`config.mk`:
```
export PLATFORM = sky130hd
export DESIGN_NAME = mips16_mc_ctrl
export DESIGN_NICKNAME = d
export VERILOG_FILES = /design/src/rtl/mips16_mc_ctrl.sv
export SDC_FILE = /design/constraint.sdc
export NUM_CORES = 1
export LEC_CHECK = 0
export BUFFER_PORTS_ARGS = -buffer_cell sky130_fd_sc_hd__buf_4
export CAP_MARGIN = 10
export CORE_MARGIN = 1.5
export CORE_UTILIZATION = 25
export DETAILED_ROUTE_END_ITERATION = 16
export PLACE_DENSITY_LB_ADDON = 0.12
export SLEW_MARGIN = 20
export SYNTH_ARGS = -nofsm -noshare
export SYNTH_HDL_FRONTEND = slang
export SYNTH_SLANG_ARGS = --single-unit
```
`constraint.sdc`:
```
create_clock -name i_Clk -period 2.3 [get_ports i_Clk]
set_input_delay 0.23 -clock i_Clk [delete_from_list [all_inputs] [get_ports i_Clk]]
set_output_delay 0.23 -clock i_Clk [all_outputs]
set_load 0.05 [all_outputs]
```
`src/rtl/mips16_mc_ctrl.sv`:
```
// Multicycle FETCH/DECODE/EXEC/MEM/WB sequencer for the 16-bit MIPS datapath.
// Ports: i_Clk/i_Rst (async low), i_Run, IR fields, i_Zero, memory acks in;
//        memory requests, datapath enables/selects, state, retire count, fault out.
module mips16_mc_ctrl #(
    parameter int MEM_TIMEOUT = 15,
    parameter int RET_W       = 16
) (
    input  logic             i_Clk,
    input  logic             i_Rst,
    input  logic             i_Run,
    input  logic [2:0]       i_Opcode,
    input  logic [3:0]       i_Funct,
    input  logic             i_Zero,
    input  logic             i_IMemAck,
    input  logic             i_DMemAck,
    output logic             o_IMemReq,
    output logic             o_DMemReq,
    output logic             o_MemRead,
    output logic             o_MemWrite,
    output logic             o_IRWrite,
    output logic             o_PCWrite,
    output logic [1:0]       o_PCSrc,
    output logic             o_RegWrite,
    output logic [1:0]       o_RegDst,
    output logic [1:0]       o_MemtoReg,
    output logic             o_ALUSrc,
    output logic [2:0]       o_ALUcnt,
    output logic [2:0]       o_State,
    output logic             o_Retire,
    output logic [RET_W-1:0] o_RetCnt,
    output logic             o_Fault
);

    localparam logic [2:0] S_IDLE   = 3'd0;
    localparam logic [2:0] S_FETCH  = 3'd1;
    localparam logic [2:0] S_DECODE = 3'd2;
    localparam logic [2:0] S_EXEC   = 3'd3;
    localparam logic [2:0] S_MEM    = 3'd4;
    localparam logic [2:0] S_WB     = 3'd5;
    localparam logic [2:0] S_FAULT  = 3'd7;

    localparam logic [2:0] OP_R    = 3'd0;
    localparam logic [2:0] OP_SLTI = 3'd1;
    localparam logic [2:0] OP_J    = 3'd2;
    localparam logic [2:0] OP_JAL  = 3'd3;
    localparam logic [2:0] OP_LW   = 3'd4;
    localparam logic [2:0] OP_SW   = 3'd5;
    localparam logic [2:0] OP_BEQ  = 3'd6;
    localparam logic [2:0] OP_ADDI = 3'd7;

    localparam logic [2:0] ALU_ADD = 3'd0;
    localparam logic [2:0] ALU_SUB = 3'd1;
    localparam logic [2:0] ALU_SLT = 3'd4;

    localparam int WAIT_W = $clog2(MEM_TIMEOUT + 1);
    localparam logic [WAIT_W-1:0] WAIT_MAX = WAIT_W'(MEM_TIMEOUT);
    localparam logic [WAIT_W-1:0] WAIT_ONE = WAIT_W'(1);
    localparam logic [RET_W-1:0]  RET_ONE  = RET_W'(1);

    logic [2:0]        state_q, state_d;
    logic [2:0]        opcode_q, opcode_d;
    // Only legal functs (0..4) are ever executed, so bit 3 need not be kept.
    logic [2:0]        funct_q, funct_d;
    logic [WAIT_W-1:0] wait_q, wait_d;
    logic [RET_W-1:0]  ret_cnt_q, ret_cnt_d;
    logic              retire;

    always_ff @(posedge i_Clk or negedge i_Rst) begin
        if (!i_Rst) begin
            state_q   <= S_IDLE;
            opcode_q  <= '0;
            funct_q   <= '0;
            wait_q    <= '0;
            ret_cnt_q <= '0;
        end else begin
            state_q   <= state_d;
            opcode_q  <= opcode_d;
            funct_q   <= funct_d;
            wait_q    <= wait_d;
            ret_cnt_q <= ret_cnt_d;
        end
    end

    // Next state. The wait counter only survives while a request stays
    // unacknowledged; every other path zeroes it, so entry to FETCH/MEM
    // always starts from 0.
    always_comb begin
        state_d  = state_q;
        opcode_d = opcode_q;
        funct_d  = funct_q;
        wait_d   = '0;
        retire   = 1'b0;
        case (state_q)
            S_IDLE: begin
                if (i_Run) state_d = S_FETCH;
            end
            S_FETCH: begin
                if (i_IMemAck)              state_d = S_DECODE;
                else if (wait_q == WAIT_MAX) state_d = S_FAULT;
                else                         wait_d  = wait_q + WAIT_ONE;
            end
            S_DECODE: begin
                opcode_d = i_Opcode;
                funct_d  = i_Funct[2:0];
                if (i_Opcode == OP_J || i_Opcode == OP_JAL)
                    retire = 1'b1;
                else if (i_Opcode == OP_R && i_Funct > 4'd4)
                    state_d = S_FAULT;
                else
                    state_d = S_EXEC;
            end
            S_EXEC: begin
                if (opcode_q == OP_BEQ)
                    retire = 1'b1;
                else if (opcode_q == OP_LW || opcode_q == OP_SW)
                    state_d = S_MEM;
                else
                    state_d = S_WB;
            end
            S_MEM: begin
                if (i_DMemAck) begin
                    if (opcode_q == OP_SW) retire  = 1'b1;
                    else                   state_d = S_WB;
                end else if (wait_q == WAIT_MAX) begin
                    state_d = S_FAULT;
                end else begin
                    wait_d = wait_q + WAIT_ONE;
                end
            end
            S_WB:    retire  = 1'b1;
            S_FAULT: state_d = S_FAULT;
            default: state_d = S_FAULT;
        endcase
        if (retire) state_d = i_Run ? S_FETCH : S_IDLE;
        ret_cnt_d = retire ? ret_cnt_q + RET_ONE : ret_cnt_q;
    end

    // Outputs. DECODE looks at the live IR because the latch only
    // takes effect at the end of that cycle.
    always_comb begin
        o_IMemReq  = 1'b0;
        o_DMemReq  = 1'b0;
        o_MemRead  = 1'b0;
        o_MemWrite = 1'b0;
        o_IRWrite  = 1'b0;
        o_PCWrite  = 1'b0;
        o_PCSrc    = 2'd0;
        o_RegWrite = 1'b0;
        o_RegDst   = 2'd0;
        o_MemtoReg = 2'd0;
        o_ALUSrc   = 1'b0;
        o_ALUcnt   = ALU_ADD;
        case (state_q)
            S_FETCH: begin
                o_IMemReq = 1'b1;
                if (i_IMemAck) begin
                    o_IRWrite = 1'b1;
                    o_PCWrite = 1'b1;
                end
            end
            S_DECODE: begin
                if (i_Opcode == OP_J || i_Opcode == OP_JAL) begin
                    o_PCWrite = 1'b1;
                    o_PCSrc   = 2'd2;
                end
                if (i_Opcode == OP_JAL) begin
                    o_RegWrite = 1'b1;
                    o_RegDst   = 2'd2;
                    o_MemtoReg = 2'd2;
                end
            end
            S_EXEC: begin
                case (opcode_q)
                    OP_R:    o_ALUcnt = funct_q;
                    OP_SLTI: begin
                        o_ALUSrc = 1'b1;
                        o_ALUcnt = ALU_SLT;
                    end
                    OP_BEQ: begin
                        o_ALUcnt  = ALU_SUB;
                        o_PCWrite = i_Zero;
                        o_PCSrc   = 2'd1;
                    end
                    OP_LW, OP_SW, OP_ADDI: o_ALUSrc = 1'b1;
                    default: ;
                endcase
            end
            S_MEM: begin
                o_DMemReq  = 1'b1;
                o_MemRead  = (opcode_q == OP_LW);
                o_MemWrite = (opcode_q == OP_SW);
            end
            S_WB: begin
                o_RegWrite = 1'b1;
                o_RegDst   = (opcode_q == OP_R)  ? 2'd1 : 2'd0;
                o_MemtoReg = (opcode_q == OP_LW) ? 2'd1 : 2'd0;
            end
            default: ;
        endcase
    end

    assign o_State  = state_q;
    assign o_Retire = retire;
    assign o_RetCnt = ret_cnt_q;
    assign o_Fault  = (state_q == S_FAULT);

endmodule

```
[Yosys cells after proc, flatten, opt, wreduce, memory -nomap -nowiden]
Cells that the tools add are included.
Word-level totals
  bits in read-only memories: 0
  bits in writable memories: 0
  input bits: 13
  bits in latches: 0
  flip-flop bits (word level): 29
  memories kept: 0
Cells by class
  bitwise gates (word level): 0
  multiplexer cells: 43
  reductions and logical operators: 8
  shift-type cells: 0
  divide/modulo/power cells: 0
  $lt $le $gt $ge: 1
  multiply operators: 0
  eq/ne operators: 19
  add/subtract/negate cells: 2
Operators with widths (number)
  3-bit 2-to-1 mux: 10
  3-bit equality test (second input constant): 7
  1-bit 2-to-1 mux: 19
  3-bit one-hot mux with 6 select lines: 1
  16-bit by 1-bit adder with 16-bit output (second input constant): 1
  3-bit by 2-bit equality test with 1-bit output (second input constant): 4
  4-bit 2-to-1 mux: 3
  2-bit one-hot mux with 2 select lines: 3
  3-bit zero test: 3
  3-bit != test (second input constant): 3
  3-bit one-hot mux with 3 select lines: 1
  4-bit one-hot mux with 2 select lines: 1
  3-bit by 1-bit equality test with 1-bit output (second input constant): 2
  5-bit AND reduction: 1
  4-bit by 1-bit adder with 4-bit output (second input constant): 1
  4-bit equality test (second input constant): 1
  4-bit by 3-bit greater-than comparator with 1-bit output (second input constant): 1
  2-bit 2-to-1 mux: 2
  4-bit != test (second input constant): 1
  1-bit one-hot mux with 4 select lines: 1
  4-bit OR reduction: 1
  1-bit one-hot mux with 3 select lines: 1
  1-bit logical OR: 2
  2-bit != test (second input constant): 1
  2 further kinds: 2

[Logic depth before layout (Yosys ltp)]
  word-level depth: 6
  depth in mapped cells: 8
  mapped depth without buffers: 6

[Least setup slack after synthesis]
Ideal clock, no wire load.
  path type: register to register
  start: register state_q[2], in the netlist o_State[2]
  end: register ret_cnt_q[14], in the netlist o_RetCnt[14]
  data required time: 2.159 ns
  cell stages (with the launch flop): 9
  setup slack: -0.795 ns
  period minus slack after synthesis: 3.095 ns
  arrival time: 2.954 ns
  cell sequence: dfrtp_1 -> buf_6 -> nor3b_2 -> and3_1 -> a211o_1 -> buf_6 -> buf_8 -> nand4_1 -> xnor2_1
Between the ends
  word-level cells in the longest chain between the ends: 2
Ends and longest elaborated chain
  start: declaration: RTL line 60  | logic [2:0] state_q, state_d;
  start signal: assignment: RTL line 76  | state_q <= state_d;
  3-bit equality test / 3-bit by 2-bit equality test with 1-bit output (equally long branches): RTL line 93  | case (state_q)
  1-bit one-hot mux with 4 select lines (*): RTL line 93
  via o_Retire: RTL line 29  | output logic o_Retire,
  end signal: assignment: RTL line 80  | ret_cnt_q <= ret_cnt_d;
  end: declaration: RTL line 65  | logic [RET_W-1:0] ret_cnt_q, ret_cnt_d;
Mark *: on every way through the listed nets, which the timed path passes. The rest lies on a longest branch.
A chain may end at the register's enable or synchronous reset.

[Worst setup path after layout]
  start: register state_q[1], in the netlist o_State[1]
  end: output o_Retire
Between the ends
  word-level cells in the longest chain between the ends: 2
Ends and longest elaborated chain (RTL line)
  3-bit equality test / 3-bit by 2-bit equality test with 1-bit output (equally long branches): 93
  1-bit one-hot mux with 4 select lines (*): 93
  end: declaration: 29
Mark *: on every way between the ends. The rest lies on a longest branch, timed or not.

==> summary.md <==
| Metric | Value |
|---|---|
| Worst Skew | `6.56 ps` |
| Hold crit path type | `in -> reg` |
| CP startpoint kind | `register` |
| Post-synth top flop | `dfrtp_1` |
| Cell with the most instances after synthesis | `dfrtp_1` |
| Worst-Skew Late Latency | `280 ps` |
| Critical path arrival | `1950 ps` |
| CTS tree | `yes` |
| Wire length per cell | `13.2 um` |
| Register area share after synthesis | `46.5%` |
| Final TNS setup | `0 ps` |
| Number of iterations in the first detailed-routing pass | `4` |
| Synth area leader | `dfrtp_1` |
| IO Port Bufs | `50` |
| CTS root buffer | `clkbuf_8` |
| Slew Viols, Final | `0` |
| Proportion of synthesized area in mux cells | `5.69%` |
| Gr usage total | `12.0%` |
| H-tree depth | `2` |
| WL final | `3.74 mm` |
| Final period utilization | `94.6%` |
| Io pins | `51` |
| Post-synth EDFFs | `0` |
| Via Count | `1309` |
| Synth Register Bits | `29` |
| Slew HR | `67.8%` |
| Largest net degree at the start of global routing | `30` |
| Row cnt | `28` |
| VDD IR max | `0.510 mV` |
| Ant. Diodes | `0` |
| Pwr dens | `1310 nW/um^2` |
| Post-route ant nets | `0` |
| Mapped Cells | `153` |
| Syn nets | `168` |
| Worst-path clk slew | `60 ps` |
| Commonest cells in the netlist | `dfrtp_1 (29), xnor2_1 (15), nand2_1 (11), nor2_1 (11), nand4_1 (10)` |
| Width of the die | `82 um` |
| Leakage | `1.04 nW` |
| Via-per-instance ratio | `4.63` |
| Max-cap violations | `0` |
| Layout cell share with drive strength beyond 1 | `41.8%` |
| Setup ws final | `124 ps` |
| Synthesized area | `1560 sq um` |
| P&R area growth vs syn | `41.3%` |
| Ys Warns | `0` |
| Final min period | `2180 ps` |
| Fin. Hold Viols | `0` |
| Syn avg cell area | `10.2 sq um` |
| Initial core utilization | `26.0%` |
| Die area | `6720 sq um` |
| Post-synthesis simple-gate area fraction | `23.2%` |
| Yosys cell types | `38` |
| Nets@finish | `222` |
| Critical Path Fanout Max | `19` |
| Initial antenna violation count | `0` |
| Clock Path Buffers | `2` |
| Compound-gate portion of the synthesized area | `8.98%` |
| RSZ-0062 raised after global routing | `no` |
| Setup slack, reg-to-reg | `450 ps` |
| CTS sink count | `29` |
| Largest family of logic cells by synthesized area | `simple AND/OR/NAND/NOR gates` |
| Post-DP HPWL | `2.78 mm` |
| Post-synthesis async set-or-reset flop share | `100%` |
| First-pass GRT wire length | `6.15 mm` |
| Worst setup EP type | `primary output` |
| Status | `finished clean` |
| Cts repair resizes | `0` |
| Adder-cell area share of the yosys netlist | `1.60%` |
| Die H | `82 um` |
| Critical path required time | `2070 ps` |
| Setup Fix Bufs, Post-CTS | `0` |
| RD Place Congestion | `0.785` |
| Post-route DRC | `0` |
| Post-synth top area share | `46.5%` |
| Area contributors post-synth | `dfrtp_1 (47%), xnor2_1 (8.4%), mux2_2 (5.1%)` |
| Vias in the first global route | `1306` |
| Post-DP Area | `2080 sq um` |
| Finish-stage setup viols | `0` |
| Fillers | `604` |
| Design Area, Final | `2200 sq um` |
| Fmax | `460 MHz` |
| Place WS | `416 ps` |
| CTS buffer count | `5` |
| Xor and xnor area share after synthesis | `8.98%` |
| Setup Crit Path Kind | `reg -> out` |
| Worst-Margin Slew | `481 ps` |
| Initial DRC count | `41` |
| Core area | `5990 sq um` |
| Grt total ovfl | `0` |
==> per-stage QoR <==
stage               hold slack [ps]  total power, mW  utilization (%)  cells
detailed placement              184             2.38             34.7    274
global route                    189             3.08             36.8    283
floorplan                     -65.6             2.04                -    153
CTS                             180             2.94             36.8    283
finish                          194             2.90             36.8    283
global placement                176             2.37             34.7    274
==> worst max-delay path, cell delays in order (launching register included) <==
cell,delay (ps)
dfrtp_2,530
nor3b_4,240
and3b_2,250
a211o_1,100
buf_4,270
buf_4,260
==> area by class of cell <==
type	count	area (sq um)	area share (%)
Clock inverter	1	30.0	1.36
Inverter	4	15.0	0.681
Tap cell	75	93.8	4.26
Sequential cell	29	729	33.1
Timing Repair Buffer	55	415	18.8
Multi-Input combinational cell	112	835	37.9
Clock buffer	7	86.3	3.92
==> placed cells by master (no fill, tap or decap), types with 4 or more instances in the layout <==
cell type,Yosys,routed
inv_1,4,4
mux2_2,7,6
nand4_1,10,10
buf_4,1,54
and3_1,8,7
o21ai_0,5,5
xnor2_1,15,15
a21oi_1,9,9
nand2_1,11,8
nor2_1,11,9
dfrtp_1,29,26
clkbuf_8,0,6
==> worst paths after layout <==
| path | from | to | depth (start not counted) |
|---|---|---|---|
| min in group asynchronous | i_Rst | o_RetCnt[3]$_DFFE_PN0P_ | 2 |
| worst max register to register | o_State[1]$_DFFE_PN0P_ | o_RetCnt[12]$_DFFE_PN0P_ | 6 |
| max in group asynchronous | i_Rst | o_State[2]$_DFFE_PN0P_ | 2 |
| worst min register to register | o_RetCnt[15]$_DFFE_PN0P_ | o_RetCnt[15]$_DFFE_PN0P_ | 1 |
| worst min-delay path | i_Opcode[1] | opcode_q[1]$_DFFE_PN0P_ | 3 |
| worst max-delay path | o_State[1]$_DFFE_PN0P_ | o_Retire | 5 |
==> layer usage <==
layer | vias up | wire, um | GRT usage [%]
li1 | 646 | - | -
met1 | 618 | 1690 | 14.8
met2 | 39 | 1770 | 19.8
met3 | 6 | 233 | 3.67
met4 | 0 | 48 | 4.07
met5 | - | 0 | 0
==> flip-flops by register name, indices dropped and copies added, names as in the netlist <==
signal    count
opcode_q      3
o_State       3
wait_q        4
funct_q       3
o_RetCnt     16
==> where the power goes <==
group	switching, mW	internal [mW]
Combinational	0.926	0.527
Clock	0.190	0.353
Sequential	0.252	0.651
==> repair_timing <==
item,4_1_cts,5_1_grt
endpoints found under the hold margin,29,0
endpoints found under the setup margin,0,0
hold buffers,1,0
==> cell families after synthesis <==
kind of cell               after synthesis
AOI/OAI and AO/OA                       23
xor gates and xnor gates                16
adders and majority gates                2
buffers and inverters                   12
DFF                                     29
muxes                                    8
and+or+nand+nor                         63
Power figures use the tool's default switching activity.
